==> config.mk <==
export PLATFORM = sky130hd
export DESIGN_NAME = song_note_reader
export DESIGN_NICKNAME = d
export VERILOG_FILES = /design/src/rtl/music_pkg.sv /design/src/rtl/note_timer.sv /design/src/rtl/song_note_reader.sv
export SDC_FILE = /design/constraint.sdc
export NUM_CORES = 1
export LEC_CHECK = 0
export CAP_MARGIN = 20
export CORE_MARGIN = 10
export CORE_UTILIZATION = 40
export CTS_CLUSTER_SIZE = 24
export DETAILED_ROUTE_END_ITERATION = 8
export PLACE_DENSITY = 0.66
export REMOVE_ABC_BUFFERS = 1
export SLEW_MARGIN = 0
export SYNTH_ARGS = -nofsm -noshare
export SYNTH_HDL_FRONTEND = slang
export SYNTH_SLANG_ARGS = --single-unit
==> constraint.sdc <==
create_clock -name clk -period 5.2 [get_ports clk]
set_input_delay 1.04 -clock clk [delete_from_list [all_inputs] [get_ports clk]]
set_output_delay 1.04 -clock clk [all_outputs]
set_load 0.01 [all_outputs]
==> src/rtl/music_pkg.sv <==
// Shared types and ROM word layout for the song playback path.
package music_pkg;

    typedef enum logic [2:0] {
        S_IDLE,
        S_FETCH,
        S_WAIT,
        S_PLAY,
        S_DONE
    } state_t;

    localparam int SONG_W   = 2;
    localparam int NOTE_W   = 8;
    localparam int DUR_W    = 8;
    localparam int WORD_W   = 16;
    localparam int NOTE_MSB = 15;
    localparam int NOTE_LSB = 8;
    localparam int DUR_MSB  = 7;
    localparam int DUR_LSB  = 0;

    localparam logic [DUR_W-1:0]  END_DUR   = 8'd0;
    localparam logic [NOTE_W-1:0] REST_NOTE = 8'd0;

    function automatic logic [NOTE_W-1:0] word_note(
        input logic [WORD_W-1:0] w
    );
        return w[NOTE_MSB:NOTE_LSB];
    endfunction

    function automatic logic [DUR_W-1:0] word_dur(
        input logic [WORD_W-1:0] w
    );
        return w[DUR_MSB:DUR_LSB];
    endfunction

endpackage

==> src/rtl/note_timer.sv <==
// Duration down-counter; expire marks the tick that ends a note.
module note_timer
    import music_pkg::*;
(
    input  logic             clk,
    input  logic             reset,
    input  logic             load,
    input  logic [DUR_W-1:0] value,
    input  logic             tick,
    input  logic             clear,
    output logic             expire
);

    logic [DUR_W-1:0] count;

    always_ff @(posedge clk) begin
        if (!reset) begin
            count <= '0;
        end else if (clear) begin
            count <= '0;
        end else if (load) begin
            count <= value;
        end else if (tick && count != '0) begin
            count <= count - 1'b1;
        end
    end

    assign expire = tick & (count == 8'd1);

endmodule

==> src/rtl/song_note_reader.sv <==
// Walks a song in the note ROM and holds each note for its duration.
module song_note_reader
    import music_pkg::*;
#(
    parameter int NOTE_IDX_W = 6,
    parameter int LOOP       = 1
) (
    input  logic                         clk,
    input  logic                         reset,
    input  logic [SONG_W-1:0]            select,
    input  logic                         start,
    input  logic                         tick,
    input  logic [WORD_W-1:0]            mem_data,
    output logic [SONG_W+NOTE_IDX_W-1:0] mem_addr,
    output logic [NOTE_W-1:0]            note,
    output logic                         note_valid,
    output logic                         song_done
);

    state_t                       state, state_n;
    logic [SONG_W-1:0]            song, song_n;
    logic [NOTE_IDX_W-1:0]        idx, idx_n;
    logic [SONG_W+NOTE_IDX_W-1:0] addr_n;
    logic [NOTE_W-1:0]            note_n;
    logic                         valid_n;
    logic                         done_n;
    logic                         song_end;
    logic                         t_load;
    logic                         t_clear;
    logic                         t_tick;
    logic                         expire;

    // Timer controls kept outside the FSM block to avoid a comb loop via expire
    assign t_clear = start;
    assign t_tick  = tick & ~start & (state == S_PLAY);
    assign t_load  = ~start & (state == S_WAIT)
                   & (word_dur(mem_data) != END_DUR);

    note_timer u_timer (
        .clk    (clk),
        .reset  (reset),
        .load   (t_load),
        .value  (word_dur(mem_data)),
        .tick   (t_tick),
        .clear  (t_clear),
        .expire (expire)
    );

    always_comb begin
        state_n  = state;
        song_n   = song;
        idx_n    = idx;
        addr_n   = mem_addr;
        note_n   = note;
        valid_n  = note_valid;
        done_n   = 1'b0;
        song_end = 1'b0;
        if (start) begin
            song_n  = select;
            idx_n   = '0;
            addr_n  = {select, {NOTE_IDX_W{1'b0}}};
            note_n  = REST_NOTE;
            valid_n = 1'b0;
            state_n = S_FETCH;
        end else begin
            unique case (state)
                S_IDLE, S_DONE: begin
                end
                S_FETCH: begin
                    addr_n  = {song, idx};
                    state_n = S_WAIT;
                end
                S_WAIT: begin
                    if (word_dur(mem_data) == END_DUR) begin
                        song_end = 1'b1;
                    end else begin
                        note_n  = word_note(mem_data);
                        valid_n = 1'b1;
                        state_n = S_PLAY;
                    end
                end
                S_PLAY: begin
                    if (expire) begin
                        if (&idx) begin
                            song_end = 1'b1;
                        end else begin
                            idx_n   = idx + 1'b1;
                            state_n = S_FETCH;
                        end
                    end
                end
                default: state_n = S_IDLE;
            endcase
            // Index wrap and end marker share the same end-of-song path
            if (song_end) begin
                done_n = 1'b1;
                if (LOOP != 0) begin
                    idx_n   = '0;
                    state_n = S_FETCH;
                end else begin
                    note_n  = REST_NOTE;
                    valid_n = 1'b0;
                    state_n = S_DONE;
                end
            end
        end
    end

    always_ff @(posedge clk) begin
        if (!reset) begin
            state      <= S_IDLE;
            song       <= '0;
            idx        <= '0;
            mem_addr   <= '0;
            note       <= '0;
            note_valid <= 1'b0;
            song_done  <= 1'b0;
        end else begin
            state      <= state_n;
            song       <= song_n;
            idx        <= idx_n;
            mem_addr   <= addr_n;
            note       <= note_n;
            note_valid <= valid_n;
            song_done  <= done_n;
        end
    end

endmodule

==> results.ini, run 1 <==
[status]
status=finished clean

[placement]
port_buffers=39
place_hpwl_um=2770
place_congestion=0.792

[clock_tree]
cts_root_buffer=clkbuf_8
tritoncts=done
cts_hold_buf=0
clk_pin_slew_ns=0.07
cts.htree.levels=2
ctsResizeCount=0
clockBufferDepth=2
cts_buffers=5
cts_setup_buffers=0
worstSkewPairLatency_ns=0.29
cts_sinks=36

[worst_hold_path]
hold_depth=2
hp-class=register to register

[pwr]
leakage_nw=0.850
peakVddDrop_v=0.000146
power.density_nw_per_um2=253

[synthesis]
async_reset_ff_share_pct=0
yosysTopAreaCell=dfxtp_1
synth_edf_count=0
synth.most_common_cell=dfxtp_1
synth_area_um2=1740
synthFlopType=dfxtp_1
avgSynthCellArea_um2=9.48
synth-seq-cells=36
synth_area_leaders=dfxtp_1, mux2i_1, nor2_1
syn-instance-count=184
seq_area_frac_synth_pct=41.3
ys.warnings.count=0
synth_top_area_share_pct=41.3
ys_types=39
yosys-top-cells-count=dfxtp_1, nor2_1, mux2i_1

[detailed_routing]
vias=1384
wl_per_cell_um=13.1
vias_per_cell=5.01
antenna_left=0
drtPass1Iterations=4
route.detailed.drc=0
drt-initial-drc-count=74
drt_wl_total_um=3630

[worst_setup_path]
cp-startpoint=mem_data[4]
r2r-end=state[1]
critical_path_peak_fanout=14
cp-end-kind=register
rr_worst_depth=6
arrival_ns=3.12
required_ns=5.38
cp-endpoint=u_timer.count[3]
cp-start-kind=input port
r2r_slack_ns=3.32
worstSetupPathType=input port to register
regToRegStartpoint=u_timer.count[0]

[timing]
finalMaxSlewViolations=0
tns_ns=0
whs_ns=0.443
clock-skew-final_ns=0.00461
setup-violations-final=0
rsz0062_at_grt=no
max-slew-margin-rel_pct=41.2
period_minus_slack_ns=2.94
fmax_ghz=0.341
hold_viol=0
finalCritPeriodShare_pct=56.5
worst_slew_pin_slew_ns=0.880

[finish]
nFillCells=400
finalNetCount=255
area_delta_synth_final_pct=30.6
drive_gt1_share_pct=9.73
n_antenna_cell=0

[grt]
grt_overflow_total=0
grt_pass1_vias=1324
antenna_found_initial=0
grt_pass1_wl_um=6140
track_usage_pct=10.1
grt_max_degree=25

[run]
maxCapViolCount=0

[floorplan]
die_y_um=86.0
initial_utilization_pct=42.4
row_count=23
core-area_um2=4120
boundaryPins=40
die_w_um=86.0
dieArea_um2=7400

==> how the worst min path moves through the flow <==
stage	startpoint	endpoint
finish	note_valid	note_valid
CTS	note_valid	note_valid
floorplan	song[1]	song[1]
global route	note_valid	note_valid
detailed placement	note_valid	note_valid
global placement	note_valid	note_valid
==> power breakdown <==
part / total, mW / internal [mW] / leakage, nW / switching, mW
clock: 0.240 / 0.142 / 0.0541 / 0.0986
sequential: 0.283 / 0.280 / 0.291 / 0.00303
combinational: 0.0540 / 0.0301 / 0.505 / 0.0240
total: 0.577 / 0.451 / 0.850 / 0.126
==> worst max-delay path, cell delays in order <==
cell	delay, ns
clkdlybuf4s50_1	0.42
or4_4	0.56
o21ai_4	0.45
or2b_2	0.34
nor2_1	0.06
a311oi_1	0.24
==> cells by family (layout without fill, tap and decap cells) <==
kind of cell	Yosys count	count (layout)	share of synthesized area, %
compound gates	26	26	13.2
xor+xnor	10	10	5.02
fa+ha+maj	8	8	5.74
buf+inv	16	58	4.09
flops	36	36	41.3
mux	18	18	10.3
simple gates	70	70	20.3
==> metrics by stage <==
| step | power (mW) | instances | setup WS [ns] | util [%] | area, µm² |
|---|---|---|---|---|---|
| finish | 0.577 | 276 | 2.26 | 55.4 | 2280 |
| floorplan | 0.317 | 179 | 2.59 | - | 1710 |
| CTS | 0.585 | 276 | 2.29 | 55.4 | 2280 |
| global route | 0.599 | 276 | 2.21 | 55.4 | 2280 |
| detailed placement | 0.344 | 268 | 1.98 | 52.7 | 2170 |
| global placement | 0.343 | 268 | 2.01 | 52.7 | 2170 |
==> final cells by class <==
cell class / count / area [µm²] / area share [%]
Clock inverter: 3 / 42.5 / 1.87
Multi-Input combinational cell: 132 / 952 / 41.8
Timing Repair Buffer: 39 / 390 / 17.1
Clock buffer: 5 / 68.8 / 3.02
Tap cell: 50 / 62.6 / 2.75
Inverter: 11 / 41.3 / 1.81
Sequential cell: 36 / 721 / 31.6
==> state kept, by name, indices dropped and copies added (netlist names) <==
register	flops
note_valid	1
mem_addr	8
state	2
song	2
u_timer.count	8
idx	6
song_done	1
note	8
==> per-layer routing <==
layer	part of all wire (%)	vias to the layer above	track usage, %
met5	0	-	0
met4	1.3	0	5.39
met3	5.7	4	4.07
met2	47	25	15.1
met1	46	637	12.1
li1	-	718	-
==> cell usage in the layout, fill, tap and decap left out, drive strengths merged, types with 2 or more instances in the layout <==
cell type,Yosys,final
o41ai,2,2
or4,2,2
a311oi,2,2
clkdlybuf4s50,0,39
dfxtp,36,36
or2,2,2
o21ai,4,4
a21oi,4,4
clkbuf,2,5
nor3b,2,2
xor2,3,3
nand3,6,6
a21boi,2,2
mux2i,18,18
ha,8,8
nand2,10,10
nor2,34,34
xnor2,7,7
a211oi,7,7
inv,11,11
nor3,4,4
and2,2,2
(Power assumes the default switching activity.)
==> run 2, diff against run 1 <==
PLACE_DENSITY = 0.69   (was 0.66)
clock period = 2.4 ns   (was 5.2 ns; I/O delays follow)
==> results.ini, run 2 (synthesized netlist as in run 1, its figures left out) <==
[status]
status=finished clean  ; unchanged

[finish]
area_delta_synth_final_pct=32.6  ; was 30.6%
final_common_cell=clkdlybuf4s50_1  ; unchanged
reg_top3=mem_addr x8, note x8, u_timer.count x8  ; unchanged
n_antenna_cell=0  ; unchanged
drive_gt1_share_pct=12.4  ; was 9.73%
layout_common_cells=clkdlybuf4s50_1, dfxtp_1, nor2_1  ; unchanged
finalNetCount=264  ; was 255

[placement]
place_hpwl_um=3020  ; was 2770 µm
place_congestion=0.865  ; was 0.792
port_buffers=39  ; unchanged

[grt]
track_usage_pct=10.9  ; was 10.1%
grt_pass1_vias=1394  ; was 1324
grt_pass1_wl_um=6530  ; was 6140 µm
grt_max_degree=18  ; was 25
antenna_found_initial=0  ; unchanged
grt_overflow_total=0  ; unchanged

[run]
maxCapViolCount=0  ; unchanged

[clock_tree]
cts_hold_buf=0  ; unchanged
cts.htree.levels=2  ; unchanged
cts_buffers=5  ; unchanged
clk_pin_slew_ns=0.07  ; about the same
clockBufferDepth=2  ; unchanged
tritoncts=done  ; unchanged
ctsResizeCount=0  ; unchanged
cts_sinks=36  ; unchanged
cts_root_buffer=clkbuf_8  ; unchanged
worstSkewPairLatency_ns=0.29  ; about the same
cts_setup_buffers=0  ; unchanged

[worst_setup_path]
worstSetupPathType=input port to register  ; unchanged
regToRegStartpoint=state[0]  ; was u_timer.count[0]
cp-start-kind=input port  ; unchanged
required_ns=2.58  ; was 5.38 ns
max_stage_delay_ns=0.57  ; was 0.56 ns
crit_chain=clkdlybuf4s50_1 -> or4_4 -> nor3_1 -> a21oi_1 -> nand3_1 -> nor2_1  ; was clkdlybuf4s50_1 -> or4_4 -> o21ai_4 -> or2b_2 -> nor2_1 -> a311oi_1
cp-end-kind=register  ; unchanged
cp-startpoint=mem_data[4]  ; unchanged
cp_num_buf_inv=1  ; unchanged
slowest_stage=or4_4  ; unchanged
cp_top_family=simple AND/OR/NAND/NOR gates  ; unchanged
critical_path_peak_fanout=7  ; was 14
arrival_ns=2.18  ; was 3.12 ns

[worst_hold_path]
hold_start=note_valid  ; unchanged
hp-class=register to register  ; unchanged

[timing]
rsz0062_at_grt=no  ; unchanged
clock-skew-final_ns=0.00713  ; was 0.00461 ns
whs_ns=0.445  ; was 0.443 ns
fmax_ghz=0.498
finalMaxSlewViolations=0  ; unchanged
finalCritPeriodShare_pct=83.6
max-slew-margin-rel_pct=66.9  ; was 41.2%
hold_viol=0  ; unchanged
worst_slew_pin_slew_ns=0.496  ; was 0.880 ns
tns_ns=0  ; unchanged
setup-violations-final=0  ; unchanged
period_minus_slack_ns=2.01

[pwr]
power.density_nw_per_um2=490  ; was 253 nW/µm²
peakVddDrop_v=0.000323  ; was 0.000146 V
leakage_nw=0.878  ; was 0.850 nW

[floorplan]
die_y_um=86.0  ; unchanged
dieArea_um2=7400  ; unchanged
boundaryPins=40  ; unchanged
die_w_um=86.0  ; unchanged
row_count=23  ; unchanged
initial_utilization_pct=42.4  ; unchanged
core-area_um2=4120  ; unchanged

[detailed_routing]
drt-initial-drc-count=116  ; was 74
route.detailed.drc=0  ; unchanged
drtPass1Iterations=4  ; unchanged
drt_wl_total_um=3880  ; was 3630 µm
vias_per_cell=5.02  ; was 5.01
antenna_left=0  ; unchanged
wl_per_cell_um=13.7  ; was 13.1 µm
vias=1426  ; was 1384

-- run 2: cell count changes in the layout (fill, tap and decap cells not counted), sizes merged --
cell | previous run | this run
clkbuf | 5 | 6
clkinvlp | 1 | 0
buf | 0 | 9
bufinv | 1 | 0
-- run 2: area by class of cell --
class	instances	area [µm²]
Tap cell	50	62.6
Clock buffer	6	72.6
Clock inverter	1	5.00
Inverter	11	41.3
Sequential cell	36	721
Fill cell	398	1800
Timing Repair Buffer	48	458
Multi-Input combinational cell	132	952
-- run 2: per-stage QoR --
step / area, µm² / power (mW) / instances / utilization (%) / setup WS, ns
finish: 2310 / 1.13 / 284 / 56.2 / 0.393
detailed placement: 2230 / 0.751 / 277 / 54.3 / 0.0978
global route: 2310 / 1.19 / 284 / 56.2 / 0.261
CTS: 2310 / 1.15 / 284 / 56.2 / 0.408
floorplan: 1710 / 0.686 / 179 / - / 0.348
global placement: 2230 / 0.750 / 277 / 54.3 / 0.123
-- run 2: report_power, final --
| group | internal, mW | switching [mW] | leakage (nW) |
|---|---|---|---|
| clock network | 0.197 | 0.200 | 0.0410 |
| registers | 0.606 | 0.00691 | 0.291 |
| logic | 0.0707 | 0.0531 | 0.546 |
-- run 2: path summary, 6_finish.rpt --
kind,cells past startpoint,slack (ns),to
min reg2reg,2,0.45,note_valid
max reg2reg,6,0.61,u_timer.count[6]
max,6,0.39,idx[0]
min,2,0.45,note_valid
-- run 2: routing by layer --
layer / global-route usage (%) / vias up / part of all wire [%]
li1: - / 736 / -
met1: 12.8 / 657 / 45
met2: 16.4 / 27 / 46
met3: 4.73 / 6 / 6.8
met4: 5.84 / 0 / 1.8
met5: 0 / - / 0
-- run 2: worst register-to-register path, delay by kind of cell (launching register included) --
family	cells	cell delay, ns
adder cells (fa/ha/maj)	1	0.27
flip-flops	1	0.40
XOR/XNOR	1	0.14
AO/OA/AOI/OAI	1	0.22
AND/OR/NAND/NOR	3	0.68
==> run 3, diff against run 2 <==
clock period = 1.7 ns   (was 2.4 ns; I/O delays follow)
==> results.ini, run 3 (synthesized netlist as in run 1, its figures left out) <==
[worst_setup_path]
worstSetupPathType=register to register  ; was input port to register
critical_path_peak_fanout=3  ; was 7
required_ns=1.85  ; was 2.58 ns
cp-start-kind=register  ; was input port
cp-end-kind=register  ; unchanged
arrival_ns=1.79  ; was 2.18 ns

[pwr]
pwr-share-comb_pct=11.3  ; was 10.9%
p_seq_share_pct=48.2  ; was 54.0%
sw_frac_of_total_pct=21.6  ; was 23.0%
power_mw=1.79  ; was 1.13 mW
power.internal_mw=1.40  ; was 0.874 mW
leakage_nw=1.04  ; was 0.878 nW
power.density_nw_per_um2=702  ; was 490 nW/µm²
peakVddDrop_v=0.000605  ; was 0.000323 V
clkPwrFrac_pct=40.6  ; was 35.0%
p_sw_mw=0.386  ; was 0.260 mW

[clock_tree]
tritoncts=done  ; unchanged
cts_root_buffer=clkbuf_8  ; unchanged
cts_buffers=5  ; unchanged
cts.htree.levels=2  ; unchanged
worstSkewPairLatency_ns=0.28  ; was 0.29 ns
cts_sinks=36  ; unchanged
clockBufferDepth=2  ; unchanged
clk_pin_slew_ns=0.07  ; about the same

[detailed_routing]
met3WireLength_um=255  ; was 263 µm
route.met2.wl_um=1950  ; was 1800 µm
antenna_left=0  ; unchanged
dr.max_layer_used=met4  ; unchanged
wirelength_met1_um=1800  ; was 1740 µm
route.detailed.drc=0  ; unchanged
wl_per_cell_um=13.5  ; was 13.7 µm
drt-initial-drc-count=69  ; was 116
vias=1477  ; was 1426
drt_wl_total_um=4060  ; was 3880 µm
drtPass1Iterations=4  ; unchanged
vias_per_cell=4.92  ; was 5.02

[timing]
tns_ns=0  ; unchanged
worst_slew_pin_slew_ns=0.325  ; was 0.496 ns
finalCritPeriodShare_pct=96.1
hold_viol=0  ; unchanged
fmax_ghz=0.612
max-slew-margin-rel_pct=78.1  ; was 66.9%
finalMaxSlewViolations=0  ; unchanged
whs_ns=0.404  ; was 0.445 ns
setup-violations-final=0  ; unchanged
period_minus_slack_ns=1.63
clock-skew-final_ns=0.00562  ; was 0.00713 ns

[finish]
fin_cells=300  ; was 284
n_antenna_cell=0  ; unchanged
finalNetCount=279  ; was 264
reg_top3=mem_addr x8, note x8, u_timer.count x8  ; unchanged
layout_common_cells=dfxtp_1, nor2_1, clkdlybuf4s50_1  ; was clkdlybuf4s50_1, dfxtp_1, nor2_1
drive_gt1_share_pct=24.0  ; was 12.4%
area_delta_synth_final_pct=46.2  ; was 32.6%
nFillCells=369  ; was 398
final_common_cell=dfxtp_1  ; was clkdlybuf4s50_1

[placement]
place_hpwl_um=3190  ; was 3020 µm
port_buffers=39  ; unchanged
place_inst=292  ; was 277
place_congestion=0.780  ; was 0.865

[grt]
grt_pass1_wl_um=6600  ; was 6530 µm
grt_pass1_vias=1431  ; was 1394
antenna_found_initial=0  ; unchanged
grt_overflow_total=0  ; unchanged
grt_max_degree=12  ; was 18
track_usage_pct=10.8  ; was 10.9%

[floorplan]
core-area_um2=4120  ; unchanged
row_count=23  ; unchanged
die_w_um=86.0  ; unchanged
initial_utilization_pct=42.4  ; unchanged
dieArea_um2=7400  ; unchanged
boundaryPins=40  ; unchanged
die_y_um=86.0  ; unchanged

[worst_hold_path]
hp-class=input port to register  ; was register to register

[run]
maxCapViolCount=0  ; unchanged

[status]
status=finished clean  ; unchanged

run 3: power by group through the flow:
stage	sequential, mW	clock [mW]	combinational [mW]
2_1_floorplan	0.884	0	0.0841
3_3_place_gp	0.881	0	0.198
3_5_place_dp	0.881	0	0.200
4_1_cts	0.862	0.748	0.198
5_1_grt	0.863	0.783	0.219
6_report	0.862	0.726	0.202
run 3: path summary, 6_finish.rpt:
path | from | to | slack (ns) | depth (start not counted)
hold reg to reg | note_valid | note_valid | 0.45 | 2
hold / removal | mem_data[0] | u_timer.count[0] | 0.40 | 3
setup / recovery | state[1] | state[0] | 0.07 | 6
setup reg to reg | state[1] | state[0] | 0.07 | 6
run 3: what timing repair did:
item,4_1_cts,5_1_grt
pin swaps,6,8
hold buffers,0,0
endpoints found under the setup margin,25,17
resized for setup,14,18
setup buffers,0,1
cloned,0,0
run 3: per-stage QoR:
stage	instance area (µm²)	util, %	setup slack (ns)
final	2550	62.0	0.0658
after global routing	2550	62.0	-0.0152
after CTS	2480	60.3	0.0145
after detailed placement	2350	57.0	-0.435
after global placement	2350	57.0	-0.403
after floorplan	1710	-	-0.212
run 3: per-layer routing:
layer / GRT usage [%] / vias to the layer above
met1: 13.2 / 681
met2: 16.4 / 22
met5: 0 / -
li1: - / 768
met3: 4.54 / 6
met4: 4.04 / 0
run 3: cell type report:
type	instances	area [µm²]	share of cell area, %
Multi-Input combinational cell	132	1030	40.3
Sequential cell	36	722	28.3
Tap cell	50	62.6	2.45
Timing Repair Buffer	63	589	23.1
Clock inverter	2	35.0	1.37
Inverter	11	41.3	1.62
Clock buffer	6	72.6	2.85
run 3: critical path, stage by stage (launching register included):
cell and delay [ns]:
dfxtp_1 0.33, ha_1 0.20, and3b_2 0.24, and3_4 0.19, o22a_1 0.18, o41ai_2 0.28, a41oi_1 0.08
